--- src/rtl/brisc_pkg.sv ---
// brisc_pkg: shared types and data-cache geometry for the brisc core
package brisc_pkg;
  typedef enum logic {BYTE, WORD} mem_size_e;
  typedef enum logic [1:0] {IDLE, WRITEBACK, FILL} dcache_state_e;
  typedef enum logic [1:0] {WR_NONE, WR_FILL, WR_MERGE, WR_CLEAN} dcache_wr_e;
  localparam int DCACHE_LINES = 4;
  localparam int DCACHE_LINE_BITS = 128;
  localparam int DCACHE_ADDR_BITS = 32;
  localparam int DCACHE_WORD_BITS = 32;
  localparam int DCACHE_OFF_BITS = $clog2(DCACHE_LINE_BITS / 8);
  localparam int DCACHE_IDX_BITS = $clog2(DCACHE_LINES);
  localparam int DCACHE_TAG_BITS = DCACHE_ADDR_BITS - DCACHE_IDX_BITS - DCACHE_OFF_BITS;
endpackage

--- src/rtl/dcache_ctrl_if.sv ---
// dcache_ctrl_if: pipeline request and line-wide memory port of the data cache
interface dcache_ctrl_if import brisc_pkg::*; #(
  parameter int ADDR_BITS = DCACHE_ADDR_BITS,
  parameter int WORD_BITS = DCACHE_WORD_BITS,
  parameter int LINE_BITS = DCACHE_LINE_BITS
) ();
  logic                 req_valid_in;
  logic                 req_we_in;
  mem_size_e            req_size_in;
  logic [ADDR_BITS-1:0] addr_in;
  logic [WORD_BITS-1:0] wdata_in;
  logic [WORD_BITS-1:0] rdata_out;
  logic                 busy_out;
  logic                 mem_req_out;
  logic                 mem_we_out;
  logic [ADDR_BITS-1:0] mem_addr_out;
  logic [LINE_BITS-1:0] mem_wdata_out;
  logic                 mem_ready_in;
  logic [LINE_BITS-1:0] mem_rdata_in;
  modport master (
    output req_valid_in, req_we_in, req_size_in, addr_in, wdata_in, mem_ready_in, mem_rdata_in,
    input  rdata_out, busy_out, mem_req_out, mem_we_out, mem_addr_out, mem_wdata_out
  );
  modport slave (
    input  req_valid_in, req_we_in, req_size_in, addr_in, wdata_in, mem_ready_in, mem_rdata_in,
    output rdata_out, busy_out, mem_req_out, mem_we_out, mem_addr_out, mem_wdata_out
  );
endinterface

--- src/rtl/dcache_store.sv ---
// dcache_store: tag/valid/dirty/data arrays with one read port and one write port
module dcache_store import brisc_pkg::*; #(
  parameter int NUM_LINES = DCACHE_LINES,
  parameter int LINE_BITS = DCACHE_LINE_BITS,
  parameter int WORD_BITS = DCACHE_WORD_BITS,
  parameter int OFF_BITS  = DCACHE_OFF_BITS,
  parameter int IDX_BITS  = DCACHE_IDX_BITS,
  parameter int TAG_BITS  = DCACHE_TAG_BITS
) (
  input  logic                 clk,
  input  logic                 reset,
  input  logic [IDX_BITS-1:0]  rd_idx_i,
  output logic                 rd_valid_o,
  output logic                 rd_dirty_o,
  output logic [TAG_BITS-1:0]  rd_tag_o,
  output logic [LINE_BITS-1:0] rd_line_o,
  input  dcache_wr_e           wr_op_i,
  input  logic [IDX_BITS-1:0]  wr_idx_i,
  input  logic [TAG_BITS-1:0]  wr_tag_i,
  input  logic [LINE_BITS-1:0] wr_line_i,
  input  logic [OFF_BITS-1:0]  wr_off_i,
  input  mem_size_e            wr_size_i,
  input  logic [WORD_BITS-1:0] wr_wdata_i
);
  logic [NUM_LINES-1:0] valid_q, dirty_q;
  logic [TAG_BITS-1:0]  tag_q  [NUM_LINES];
  logic [LINE_BITS-1:0] data_q [NUM_LINES];
  logic [LINE_BITS-1:0] merged;
  assign rd_valid_o = valid_q[rd_idx_i];
  assign rd_dirty_o = dirty_q[rd_idx_i];
  assign rd_tag_o   = tag_q[rd_idx_i];
  assign rd_line_o  = data_q[rd_idx_i];
  // Store data merged into the addressed line: aligned word or single byte
  always_comb begin
    merged = data_q[wr_idx_i];
    if (wr_size_i == WORD) merged[{wr_off_i[OFF_BITS-1:2], 5'b0} +: WORD_BITS] = wr_wdata_i;
    else merged[{wr_off_i, 3'b0} +: 8] = wr_wdata_i[7:0];
  end
  // Line status bits: a fill installs a clean valid line, a merge dirties it, a writeback cleans it
  always_ff @(posedge clk or posedge reset) begin
    if (reset) begin
      valid_q <= '0;
      dirty_q <= '0;
    end else if (wr_op_i == WR_FILL) begin
      valid_q[wr_idx_i] <= 1'b1;
      dirty_q[wr_idx_i] <= 1'b0;
    end else if (wr_op_i == WR_MERGE) dirty_q[wr_idx_i] <= 1'b1;
    else if (wr_op_i == WR_CLEAN) dirty_q[wr_idx_i] <= 1'b0;
  end
  // Tag and data arrays are not reset; valid bits guard them
  always_ff @(posedge clk) begin
    if (wr_op_i == WR_FILL) begin
      tag_q[wr_idx_i]  <= wr_tag_i;
      data_q[wr_idx_i] <= wr_line_i;
    end else if (wr_op_i == WR_MERGE) data_q[wr_idx_i] <= merged;
  end
endmodule

--- src/rtl/dcache_ctrl.sv ---
// dcache_ctrl: direct-mapped write-back data cache with miss FSM and line memory port
module dcache_ctrl import brisc_pkg::*; #(
  parameter int NUM_LINES = DCACHE_LINES,
  parameter int LINE_BITS = DCACHE_LINE_BITS,
  parameter int ADDR_BITS = DCACHE_ADDR_BITS,
  parameter int WORD_BITS = DCACHE_WORD_BITS
) (
  input logic         clk,
  input logic         reset,
  dcache_ctrl_if.slave bus
);
  localparam int OFF_BITS = $clog2(LINE_BITS / 8);
  localparam int IDX_BITS = $clog2(NUM_LINES);
  localparam int TAG_BITS = ADDR_BITS - IDX_BITS - OFF_BITS;
  dcache_state_e        state_q, state_d;
  dcache_wr_e           wr_op;
  logic [TAG_BITS-1:0]  miss_tag_q, addr_tag, rd_tag;
  logic [IDX_BITS-1:0]  miss_idx_q, addr_idx, rd_idx;
  logic [OFF_BITS-1:0]  addr_off;
  logic [LINE_BITS-1:0] rd_line;
  logic                 rd_valid, rd_dirty, hit;
  assign addr_tag = bus.addr_in[ADDR_BITS-1 -: TAG_BITS];
  assign addr_idx = bus.addr_in[OFF_BITS +: IDX_BITS];
  assign addr_off = bus.addr_in[OFF_BITS-1:0];
  assign rd_idx   = (state_q == IDLE) ? addr_idx : miss_idx_q;
  assign hit      = (state_q == IDLE) & bus.req_valid_in & rd_valid & (rd_tag == addr_tag);
  assign bus.rdata_out = !hit ? '0
                       : (bus.req_size_in == BYTE) ? {{(WORD_BITS-8){1'b0}}, rd_line[{addr_off, 3'b0} +: 8]}
                       : rd_line[{addr_off[OFF_BITS-1:2], 5'b0} +: WORD_BITS];
  assign bus.busy_out = !reset & ((state_q != IDLE) | (bus.req_valid_in & !hit));
  dcache_store #(
    .NUM_LINES(NUM_LINES), .LINE_BITS(LINE_BITS), .WORD_BITS(WORD_BITS),
    .OFF_BITS(OFF_BITS), .IDX_BITS(IDX_BITS), .TAG_BITS(TAG_BITS)
  ) u_store (
    .clk(clk), .reset(reset),
    .rd_idx_i(rd_idx), .rd_valid_o(rd_valid), .rd_dirty_o(rd_dirty), .rd_tag_o(rd_tag), .rd_line_o(rd_line),
    .wr_op_i(wr_op), .wr_idx_i(rd_idx), .wr_tag_i(miss_tag_q), .wr_line_i(bus.mem_rdata_in),
    .wr_off_i(addr_off), .wr_size_i(bus.req_size_in), .wr_wdata_i(bus.wdata_in)
  );
  // State register and miss-address latch, captured in the cycle the miss is seen
  always_ff @(posedge clk or posedge reset) begin
    if (reset) begin
      state_q    <= IDLE;
      miss_tag_q <= '0;
      miss_idx_q <= '0;
    end else begin
      state_q <= state_d;
      if ((state_q == IDLE) & bus.req_valid_in & !hit) begin
        miss_tag_q <= addr_tag;
        miss_idx_q <= addr_idx;
      end
    end
  end
  // Next state, array write and memory-port drive; victim data is read live since nothing writes it mid-writeback
  always_comb begin
    state_d           = state_q;
    wr_op             = WR_NONE;
    bus.mem_req_out   = 1'b0;
    bus.mem_we_out    = 1'b0;
    bus.mem_addr_out  = '0;
    bus.mem_wdata_out = '0;
    case (state_q)
      IDLE: begin
        if (bus.req_valid_in & !hit) state_d = (rd_valid & rd_dirty) ? WRITEBACK : FILL;
        else if (hit & bus.req_we_in) wr_op = WR_MERGE;
      end
      WRITEBACK: begin
        bus.mem_req_out   = 1'b1;
        bus.mem_we_out    = 1'b1;
        bus.mem_addr_out  = {rd_tag, miss_idx_q, {OFF_BITS{1'b0}}};
        bus.mem_wdata_out = rd_line;
        if (bus.mem_ready_in) begin
          wr_op   = WR_CLEAN;
          state_d = FILL;
        end
      end
      FILL: begin
        bus.mem_req_out  = 1'b1;
        bus.mem_addr_out = {miss_tag_q, miss_idx_q, {OFF_BITS{1'b0}}};
        if (bus.mem_ready_in) begin
          wr_op   = WR_FILL;
          state_d = IDLE;
        end
      end
      default: state_d = IDLE;
    endcase
  end
endmodule

--- src/flat_wrapper.sv ---
// flat-port wrapper written by rule: the top's interface ports become plain ports
module dcache_ctrl_flat import brisc_pkg::*;
#(
  parameter int NUM_LINES = DCACHE_LINES,
  parameter int LINE_BITS = DCACHE_LINE_BITS,
  parameter int ADDR_BITS = DCACHE_ADDR_BITS,
  parameter int WORD_BITS = DCACHE_WORD_BITS
)
  (clk, reset, bus_req_valid_in, bus_req_we_in, bus_req_size_in, bus_addr_in, bus_wdata_in, bus_mem_ready_in, bus_mem_rdata_in, bus_rdata_out, bus_busy_out, bus_mem_req_out, bus_mem_we_out, bus_mem_addr_out, bus_mem_wdata_out);
  dcache_ctrl_if #(.ADDR_BITS(ADDR_BITS), .WORD_BITS(WORD_BITS), .LINE_BITS(LINE_BITS)) bus_i ();
  input logic clk;
  input logic reset;
  input wire logic [$bits(bus_i.req_valid_in)-1:0] bus_req_valid_in;
  input wire logic [$bits(bus_i.req_we_in)-1:0] bus_req_we_in;
  input wire logic [$bits(bus_i.req_size_in)-1:0] bus_req_size_in;
  input wire logic [$bits(bus_i.addr_in)-1:0] bus_addr_in;
  input wire logic [$bits(bus_i.wdata_in)-1:0] bus_wdata_in;
  input wire logic [$bits(bus_i.mem_ready_in)-1:0] bus_mem_ready_in;
  input wire logic [$bits(bus_i.mem_rdata_in)-1:0] bus_mem_rdata_in;
  output wire logic [$bits(bus_i.rdata_out)-1:0] bus_rdata_out;
  output wire logic [$bits(bus_i.busy_out)-1:0] bus_busy_out;
  output wire logic [$bits(bus_i.mem_req_out)-1:0] bus_mem_req_out;
  output wire logic [$bits(bus_i.mem_we_out)-1:0] bus_mem_we_out;
  output wire logic [$bits(bus_i.mem_addr_out)-1:0] bus_mem_addr_out;
  output wire logic [$bits(bus_i.mem_wdata_out)-1:0] bus_mem_wdata_out;
  assign bus_i.req_valid_in = bus_req_valid_in;
  assign bus_i.req_we_in = bus_req_we_in;
  assign bus_i.req_size_in = bus_req_size_in;
  assign bus_i.addr_in = bus_addr_in;
  assign bus_i.wdata_in = bus_wdata_in;
  assign bus_i.mem_ready_in = bus_mem_ready_in;
  assign bus_i.mem_rdata_in = bus_mem_rdata_in;
  assign bus_rdata_out = bus_i.rdata_out;
  assign bus_busy_out = bus_i.busy_out;
  assign bus_mem_req_out = bus_i.mem_req_out;
  assign bus_mem_we_out = bus_i.mem_we_out;
  assign bus_mem_addr_out = bus_i.mem_addr_out;
  assign bus_mem_wdata_out = bus_i.mem_wdata_out;
  dcache_ctrl #(.NUM_LINES(NUM_LINES), .LINE_BITS(LINE_BITS), .ADDR_BITS(ADDR_BITS), .WORD_BITS(WORD_BITS)) u_core (.clk(clk), .reset(reset), .bus(bus_i));
endmodule
--- config.mk ---
export PLATFORM = sky130hd
export DESIGN_NAME = dcache_ctrl_flat
export DESIGN_NICKNAME = d
export VERILOG_FILES = /design/src/rtl/brisc_pkg.sv /design/src/rtl/dcache_ctrl_if.sv /design/src/rtl/dcache_store.sv /design/src/rtl/dcache_ctrl.sv /design/src/flat_wrapper.sv
export SDC_FILE = /design/constraint.sdc
export NUM_CORES = 1
export LEC_CHECK = 0
export CORE_MARGIN = 3
export CORE_UTILIZATION = 45
export CTS_CLUSTER_DIAMETER = 120
export DETAILED_ROUTE_END_ITERATION = 8
export GPL_TIMING_DRIVEN = 0
export PLACE_DENSITY = 0.69
export RECOVER_POWER = 25
export SLEW_MARGIN = 25
export SYNTH_ARGS = -nofsm -noshare
export SYNTH_HDL_FRONTEND = slang
export SYNTH_SLANG_ARGS = --single-unit
--- constraint.sdc ---
create_clock -name clk -period 9.4 [get_ports clk]
set_clock_uncertainty 0.05 [all_clocks]
set_input_delay 0.94 -clock clk [delete_from_list [all_inputs] [get_ports clk]]
set_output_delay 0.94 -clock clk [all_outputs]
set_load 0.03 [all_outputs]
# After elaboration in Yosys (flattened, before gate mapping)
# Memory sizes are Yosys's and may differ from the RTL's.
# Cells that the tools add are included.
# op_classes
addsub,2
order_cmp,2
eq_ne,9
n_shift,6
mux,35
bitwise,14
n_reduce_logical,8
# op_table
operator,n
128-bit two-way mux,3
128-bit bitwise mux,2
32-bit by 9-bit variable shift with 128-bit output (first input constant),1
8-bit by 9-bit variable shift with 128-bit output (first input constant),1
128-bit by 8-bit indexed part select with 32-bit output,1
128-bit by 8-bit indexed part select with 8-bit output,1
32-bit by 9-bit indexed part select with 128-bit output,1
8-bit by 9-bit indexed part select with 128-bit output,1
32-bit two-way mux,2
32-bit one-hot mux with 2 select lines,1
26-bit equality test,1
7-bit negator with 9-bit output,2
2-bit two-way mux,8
4-bit two-way mux,3
2-bit one-hot mux with 3 select lines,2
1-bit two-way mux,11
1-bit bitwise AND,8
4-bit bitwise OR,2
2-bit equality test (second input constant),3
2-bit inequality test (second input constant),3
4-bit bitwise AND,1
1-bit binary-select mux with 2-bit select,2
2-bit by 1-bit equality test with 1-bit output (second input constant),2
4-bit inverter,1
11 further kinds,13
# word_totals
register_bits,38
ramBits,616
in_bits,198
output_inout_bits,195
word_cells,83
mem_count,2
# mem_list
memory,depth,width,read_ports,rd_clocked_by_memory_dff,write_ports,line,source
u_core.u_store.data_q,4,128,1,0,1,dcache_store.sv:27,logic [LINE_BITS-1:0] data_q [NUM_LINES];
u_core.u_store.tag_q,4,26,1,0,1,dcache_store.sv:26,logic [TAG_BITS-1:0] tag_q [NUM_LINES];

# Logic depth before layout (Yosys ltp)
# Gate-level depths: netlist of the first run.
# logic_depth
ltp_word,15
mapped_depth,22

# Modules after synthesis
# From an unflattened synthesis of the first run, not the netlist that was laid out.
# hier_totals
hier_cells,2380
hier_area_um2,36172.2
# by_module_without_submodules
mod,instances,cells_per_inst,area_per_inst_um2,seq_area_each_um2
dcache_store,1,1818,31099.8,18697.9
dcache_ctrl,1,562,5072.4,750.7

# Worst setup path after synthesis of the first run
# No wires, ideal clock.
# synth_path
path_kind,input port to flip-flop
from,input port bus_addr_in[4]
to,memory u_core.u_store.data_q[0][0] (netlist bit) (enable)
t_arrival_ns,9.033
slack_ns,-0.315
path_stages,11
path_cell_list,mux2_4 > buf_6 > mux4_2 > xnor2_1 > o21ai_1 > or4_4 > nor4_4 > nand4_1 > a21o_1 > ha_1 > nor2b_1
# synth_via
elab_chain_cells,14
elab_cells_between_ends,21
classes_between,eq/ne (3); mux (11); bitwise (5); reduce/logical (1); memory (1)
# synth_rtl
item,line,source
from (decl),flat_wrapper.sv:16,input wire logic [$bits(bus_i.addr_in)-1:0] bus_addr_in;
2-bit two-way mux *,dcache_ctrl.sv:25,assign rd_idx = (state_q == IDLE) ? addr_idx : miss_idx_q;
"parallel branches: the longest is 13 deep, another holds memory 4 x 26 bit",-,
to (decl),dcache_store.sv:27,
# Mark *: on every way between the ends. The select of a mux whose other input is x is not followed.

# Final worst setup path of the first run
# layout_path
from,register u_core.state_q[0]
to,output port bus_rdata_out[7]
# layout_via
elab_chain_cells,7
elab_cells_between_ends,14
classes_between,eq/ne (1); shift (2); mux (5); bitwise (3); reduce/logical (1); memory (2)
# layout_rtl
item,line,source
from (decl),dcache_ctrl.sv:15,"dcache_state_e state_q, state_d;"
from (signal assigned),dcache_ctrl.sv:47,state_q <= state_d;
2-bit logical NOT *,"dcache_ctrl.sv:25, dcache_ctrl.sv:26",
"parallel branches: the longest is 5 deep, another holds memory 4 x 128 bit",-,
32-bit two-way mux *,dcache_ctrl.sv:27,assign bus.rdata_out = !hit ? '0
to (decl),flat_wrapper.sv:20,output wire logic [$bits(bus_i.rdata_out)-1:0] bus_rdata_out;
# Marked as above.

==> results of run 1 <==
[registers in the layout, indices dropped and copies added (netlist names), named ones only]
| signal | flops |
|---|---|
| u_core.state_q | 2 |
| u_core.u_store.data_q | 512 |
| u_core.u_store.valid_q | 4 |
| u_core.miss_idx_q | 2 |
| u_core.miss_tag_q | 26 |
| u_core.u_store.tag_q | 104 |
[cell usage in the layout, fill, tap and decap left out, types with 8 or more instances in the layout]
master / instances
clkdlybuf4s50_1: 371
nor3_1: 21
a21o_1: 46
a211o_1: 15
and2_1: 132
nor2_1: 85
buf_2: 28
dfrtp_1: 38
nand3_1: 16
xor2_1: 13
mux4_2: 193
clkinv_2: 14
a32oi_1: 13
clkbuf_16: 70
o21ai_0: 36
buf_12: 13
clkbuf_1: 173
ha_1: 16
nand4_1: 12
buf_1: 11
a22oi_1: 8
a221oi_1: 129
nor2b_1: 50
mux2_2: 28
diode_2: 11
inv_1: 38
clkinv_1: 9
buf_4: 8
dlygate4sd3_1: 16
mux2i_1: 94
edfxtp_1: 616
xnor2_1: 12
a211oi_1: 109
o31ai_1: 74
buf_16: 13
a21oi_1: 19
mux2_1: 10
or2_2: 9
o22ai_1: 8
nand2_1: 183
[worst reg2reg max path: cells and delay by family (launching register included)]
family,cells,cell delay (ns)
DFF,1,0.42
AOI/OAI and AO/OA,4,2.40
xor gates and xnor gates,1,0.27
and+or+nand+nor,4,1.02
adders and majority gates,2,0.37
buffers and inverters,8,2.77
[kinds of logic (layout without fill, tap and decap cells)]
family                     after synthesis  in the layout
DFF                                    654            654
and+or+nand+nor                        545            545
adders and majority gates               16             16
muxes                                  329            329
other                                    1             15
xor gates and xnor gates                25             25
buffers and inverters                  247            801
AOI/OAI and AO/OA                      502            502
[routing by layer]
metal / routed length, µm / GRT usage [%] / vias to the layer above
met4: 9230 / 19.9 / 0
met1: 55700 / 51.0 / 13533
li1: - / - / 10366
met5: 0 / 0 / -
met2: 65100 / 55.9 / 2167
met3: 18700 / 10.8 / 449
[layout make-up]
class	count	area (µm²)
Antenna cell	11	27.5
Buffer	205	868
Clock buffer	84	1800
Clock inverter	44	507
Fill cell	5816	31800
Inverter	42	158
Multi-Input combinational cell	1421	12900
Sequential cell	654	19400
Tap cell	959	1200
Timing Repair Buffer	426	4560
[cell usage after synthesis (6+ instances only)]
cell type	number
a21o_1	46
a221oi_1	129
mux2_4	11
o31ai_1	77
o22ai_1	8
nor2b_1	50
mux2i_1	94
nor3_1	24
buf_2	27
a211oi_1	109
nand4_1	12
nand3_1	16
or2_2	9
and2_1	132
xnor2_1	12
buf_6	6
ha_1	16
inv_1	38
a31oi_1	6
nand2_1	183
a22oi_1	7
a21oi_1	18
edfxtp_1	616
mux4_2	193
clkbuf_1	151
nor2_1	85
o21ai_0	36
dfrtp_1	38
a211o_1	15
buf_1	15
nand3b_1	6
a32oi_1	13
mux2_2	29
xor2_1	13
[power groups by stage]
stage | Clock [µW] | Combinational (µW) | Sequential [µW]
finish | 2780 | 6870 | 4160
global route | 2910 | 6990 | 4200
CTS | 2790 | 6800 | 4150
detailed placement | 0 | 6780 | 4210
global placement | 0 | 6480 | 4270
floorplan | 0 | 3770 | 4180
[final timing paths]
check,start,end,depth (start not counted)
max,u_core.state_q[0],bus_rdata_out[7],12
min,u_core.u_store.valid_q[0],u_core.u_store.valid_q[0],1
max reg2reg,u_core.state_q[0],u_core.u_store.data_q[0][56],19
min reg2reg,u_core.u_store.valid_q[0],u_core.u_store.valid_q[0],1
max in group asynchronous,reset,u_core.miss_tag_q[9],3
min in group asynchronous,reset,u_core.miss_tag_q[20],2
[stage by stage]
| stage | utilization (%) | total power, µW | cells | cell area (µm²) |
|---|---|---|---|---|
| floorplan | - | 7950 | 2322 | 33400 |
| global placement | 52.5 | 10800 | 3668 | 38400 |
| detailed placement | 53.8 | 11000 | 3707 | 39400 |
| CTS | 57.0 | 13700 | 3835 | 41700 |
| global route | 56.6 | 14100 | 3837 | 41400 |
| finish | 56.6 | 13800 | 3846 | 41500 |
==> metrics.csv, run 1 <==
metric,value,unit
status,finished with violations,
failing checks,"capacitance limit, slew limit",
DRT Pass-1 Iters,8,
CP arrival,7.27,ns
final wirelength,149,mm
Worst Hold Class,reg -> reg,
RSZ-0062 raised after global routing,false,
adder-cell share of the synthesized area,0.600,%
"CP delay by family, top",buffers and inverters,
Worst-path clk slew,0.06,ns
Sw Share,42.6,%
Area Overhead vs Synth,24.3,%
worst path required time,8.41,ns
Setup CP Type,reg -> out,
Avg Vias per Cell,6.89,
CTS tree,built,
Comb pwr share,49.8,%
Setup TNS Final,0,ns
Post-synth EDFFs,616,
initial cell density of the core,45.6,%
"Top FF cell, synth",edfxtp_1,
MaxCap Viol Count,2,
H-tree depth,3,
Internal Power,7920,µW
number of buffers created by CTS,70,
compound-gate portion of the synthesized area,11.6,%
final setup violation count,0,
clk buf depth,3,
final hold slack,0.461,ns
Crit. End Element,primary output,
worst skew pair latency,0.64,ns
Final Hold Fails,0,
Final Max Tran Viols,27,
maximum VDD drop,0.207,mV
fin worst setup slack,1.14,ns
minimum clock period,8.26,ns
Synth warnings,0,
Netlist cell types,70,
fmax,0.121,GHz
Hold Buf Count CTS,0,
Die Footprint,77400,µm²
ys async rst share,5.81,%
vias in the first global route,25833,
Post-Syn Area per Cell,14.4,µm²
layout cells sized above 1,14.8,%
crit-path cells,inv_1 -> ha_1 -> buf_6 -> mux2i_2 -> buf_2 -> clkbuf_1 -> buf_2 -> mux4_2 -> mux4_2 -> nand2_1 -> a311oi_1 -> clkdlybuf4s50_1,
"antenna viol nets, final",0,
I/O Buffers,387,
DP Worst Slack,1.44,ns
Routed WL per cell,38.7,µm
largest family of logic cells by synthesized area,multiplexers,
Post-CTS Resized,0,
Crit-path slowest cell,clkbuf_1,
post-detail-place hpwl,111,mm
Flop pwr share,30.1,%
Post-Synthesis Cells,2319,
total grt overflow,0,
core area,73200,µm²
Synth Cell Area,33300,µm²
Clock power frac,20.1,%
initial antenna violation count,11,
vias post-DR,26515,
"Setup Fix Bufs, Post-CTS",0,
GRT Resource Usage Total,37.8,%
largest net degree at the start of global routing,22,
xor/xnor share of the synthesized area,0.657,%
CTS Sinks,654,
routability congestion estimate from global placement,1.03,
Relative slew margins,-29.4,%
crit path max fanout,10,
chip height,278,µm
sw power,5880,µW
DR iter-0 viols,4258,
register area share after synthesis,58.3,%
WP buf/inv,6,
Ports,393,
simple-gate area share of the yosys netlist,8.24,%
reg2reg setup slack,1.77,ns
worst slew pin tran,1.94,ns
P per Cell Area,333,nW/µm²
Rows,99,
share of the synthesized area in the top cell type,55.5,%
mux cell area share after synthesis,17.5,%
global-route wire length before repair,203,mm
cell taking the most area after synthesis,edfxtp_1,
Synth area leaders,"edfxtp_1, mux4_2, a221oi_1, dfrtp_1, mux2i_1",
DRC,0,
Setup crit start kind,flip-flop,
final period utilization,87.8,%
Post-layout nets,3034,
Root Buffer,clkbuf_16,
#FFs+latches synth,654,
leak pwr,0.0140,µW
"slowest stage delay, CP",1.21,ns
DIE WIDTH,278,µm
Note: power is estimated with default switching activity, not from simulation.
==> run 2, diff against run 1 <==
Settings changed: CAP_MARGIN set to 20.
==> run 2 against run 1 <==
Effect of this change:
- the flow still finishes with violations (capacitance limit, slew limit)
- maximum frequency down 1.6%
- sequential share of layout area is essentially flat
- largest power group unchanged
- combinational power about the same
- routed wire length decreased by 0.14%
==> metrics.csv, run 2 (same netlist as run 1, synthesis figures left out) <==
metric,value,unit
crit path max fanout,10,
Fill cells,5848,
hold depth,1,
maximum VDD drop,0.190,mV
DRC,0,
Sw Share,42.2,%
CTS Sinks,654,
hold path endpoint,u_core.u_store.valid_q[3],
status,finished with violations,
final wirelength,149,mm
Rows,99,
Setup TNS Final,0,ns
H-tree depth,3,
fmax,0.119,GHz
global-route wire length before repair,202,mm
Final Max Tran Viols,16,
worst slew pin tran,1.94,ns
DR iter-0 viols,4311,
Total Power,13900,µW
R2R Path Start,u_core.state_q[1],
post-route insts no fill,3839,
Flop pwr share,30.0,%
vias in the first global route,25966,
failing checks,"capacitance limit, slew limit",
Avg Vias per Cell,6.87,
Setup CP Type,reg -> out,
layout cells sized above 1,14.7,%
leak pwr,0.0140,µW
Ports,393,
final setup violation count,0,
CTS tree,built,
Final Hold Fails,0,
clk buf depth,3,
"commonest non-fill, non-tap cell in the layout",edfxtp_1,
initial cell density of the core,45.6,%
"antenna viol nets, final",0,
chip height,278,µm
Register Area,19400,µm²
Post-layout nets,3036,
worst path required time,8.41,ns
minimum clock period,8.39,ns
Top reg by flops,u_core.u_store.data_q,
Worst-path clk slew,0.06,ns
Worst Hold Class,reg -> reg,
Routed WL per cell,38.7,µm
vias post-DR,26387,
post-detail-place hpwl,111,mm
total grt overflow,0,
core area,73200,µm²
Die Footprint,77400,µm²
RSZ-0062 raised after global routing,false,
P per Cell Area,334,nW/µm²
Area Overhead vs Synth,24.4,%
final hold slack,0.462,ns
DRT Pass-1 Iters,6,
M3 GR Usage,11.3,%
Crit. End Element,primary output,
Root Buffer,clkbuf_16,
most used routing layer,met2,
reg2reg setup slack,1.09,ns
most frequent cells in the layout,"edfxtp_1, clkdlybuf4s50_1, mux4_2, nand2_1, clkbuf_1",
Relative slew margins,-29.5,%
"Setup Fix Bufs, Post-CTS",0,
Largest regs,"u_core.u_store.data_q (512), u_core.u_store.tag_q (104), u_core.miss_tag_q (26)",
Internal Power,8010,µW
Hold Buf Count CTS,0,
worst skew pair latency,0.64,ns
Hold Path Origin,u_core.u_store.valid_q[3],
met2 usage,56.0,%
final period utilization,89.3,%
Clock power frac,20.5,%
routability congestion estimate from global placement,1.03,
multi-input logic area,12900,µm²
I/O Buffers,387,
Comb pwr share,49.5,%
Placed Cells,3707,
R2R cell count,18,
number of flip-flops in the largest register,512,
GRT Resource Usage Total,37.7,%
initial antenna violation count,13,
DIE WIDTH,278,µm
MaxCap Viol Count,1,
CP arrival,7.40,ns
largest net degree at the start of global routing,22,
FF-to-FF End,u_core.u_store.data_q[1][56],
Setup crit start kind,flip-flop,
sw power,5850,µW
number of buffers created by CTS,72,
Post-CTS Resized,0,
met1 Use GR,50.7,%
run 2: through the flow:
step                      instance area (µm²)  utilization [%]  setup slack (ns)
after global placement                  38400             52.5             -2.14
after floorplan                         33400                -              2.17
after CTS                               41800             57.1              1.79
after detailed placement                39400             53.8              1.42
final                                   41500             56.7              1.01
after global routing                    41500             56.7             0.912
run 2: worst max-delay path by stage:
| stage | depth (start not counted) | from | end |
|---|---|---|---|
| after global routing | 13 | u_core.state_q[1] | bus_rdata_out[13] |
| after floorplan | 11 | bus_addr_in[4] | u_core.u_store.data_q[3][0] |
| after global placement | 14 | bus_addr_in[5] | u_core.u_store.data_q[2][1] |
| after detailed placement | 19 | bus_addr_in[5] | u_core.u_store.data_q[0][43] |
| final | 13 | u_core.state_q[1] | bus_rdata_out[13] |
| after CTS | 14 | bus_addr_in[5] | bus_rdata_out[13] |
run 2: critical path, cell delays in order (launching register included):
cell,delay (ns)
dfrtp_1,0.40
inv_1,0.11
ha_1,0.22
buf_6,0.16
mux2i_1,0.87
clkbuf_1,0.95
o211ai_1,0.19
o22ai_1,0.40
nand4_1,0.24
nor4_4,0.56
nand3_1,0.52
clkbuf_1,0.60
a311oi_1,0.71
clkdlybuf4s50_1,0.80
run 2: routing by layer:
metal,part of all wire (%),up-vias
met3,12,471
li1,-,10352
met1,38,13440
met4,6.2,8
met5,0.034,-
met2,44,2116
run 2: power by group through the flow:
stage / logic, µW / clock network (µW) / registers (µW)
after global routing: 7000 / 2970 / 4200
after CTS: 6800 / 2860 / 4150
after floorplan: 3770 / 0 / 4180
after detailed placement: 6780 / 0 / 4210
final: 6860 / 2840 / 4160
after global placement: 6480 / 0 / 4270
run 2: area by class of cell:
class                   instances  share of cell area, %
inverters                      42                  0.380
flip-flops and latches        654                   46.9
plain buffers                 205                   2.09
clock buffers                  89                   4.70
repair buffers                426                   11.0
diodes                          4                 0.0241
multi-input cells            1421                   31.0
clock inverters                39                  0.998
well taps                     959                   2.89
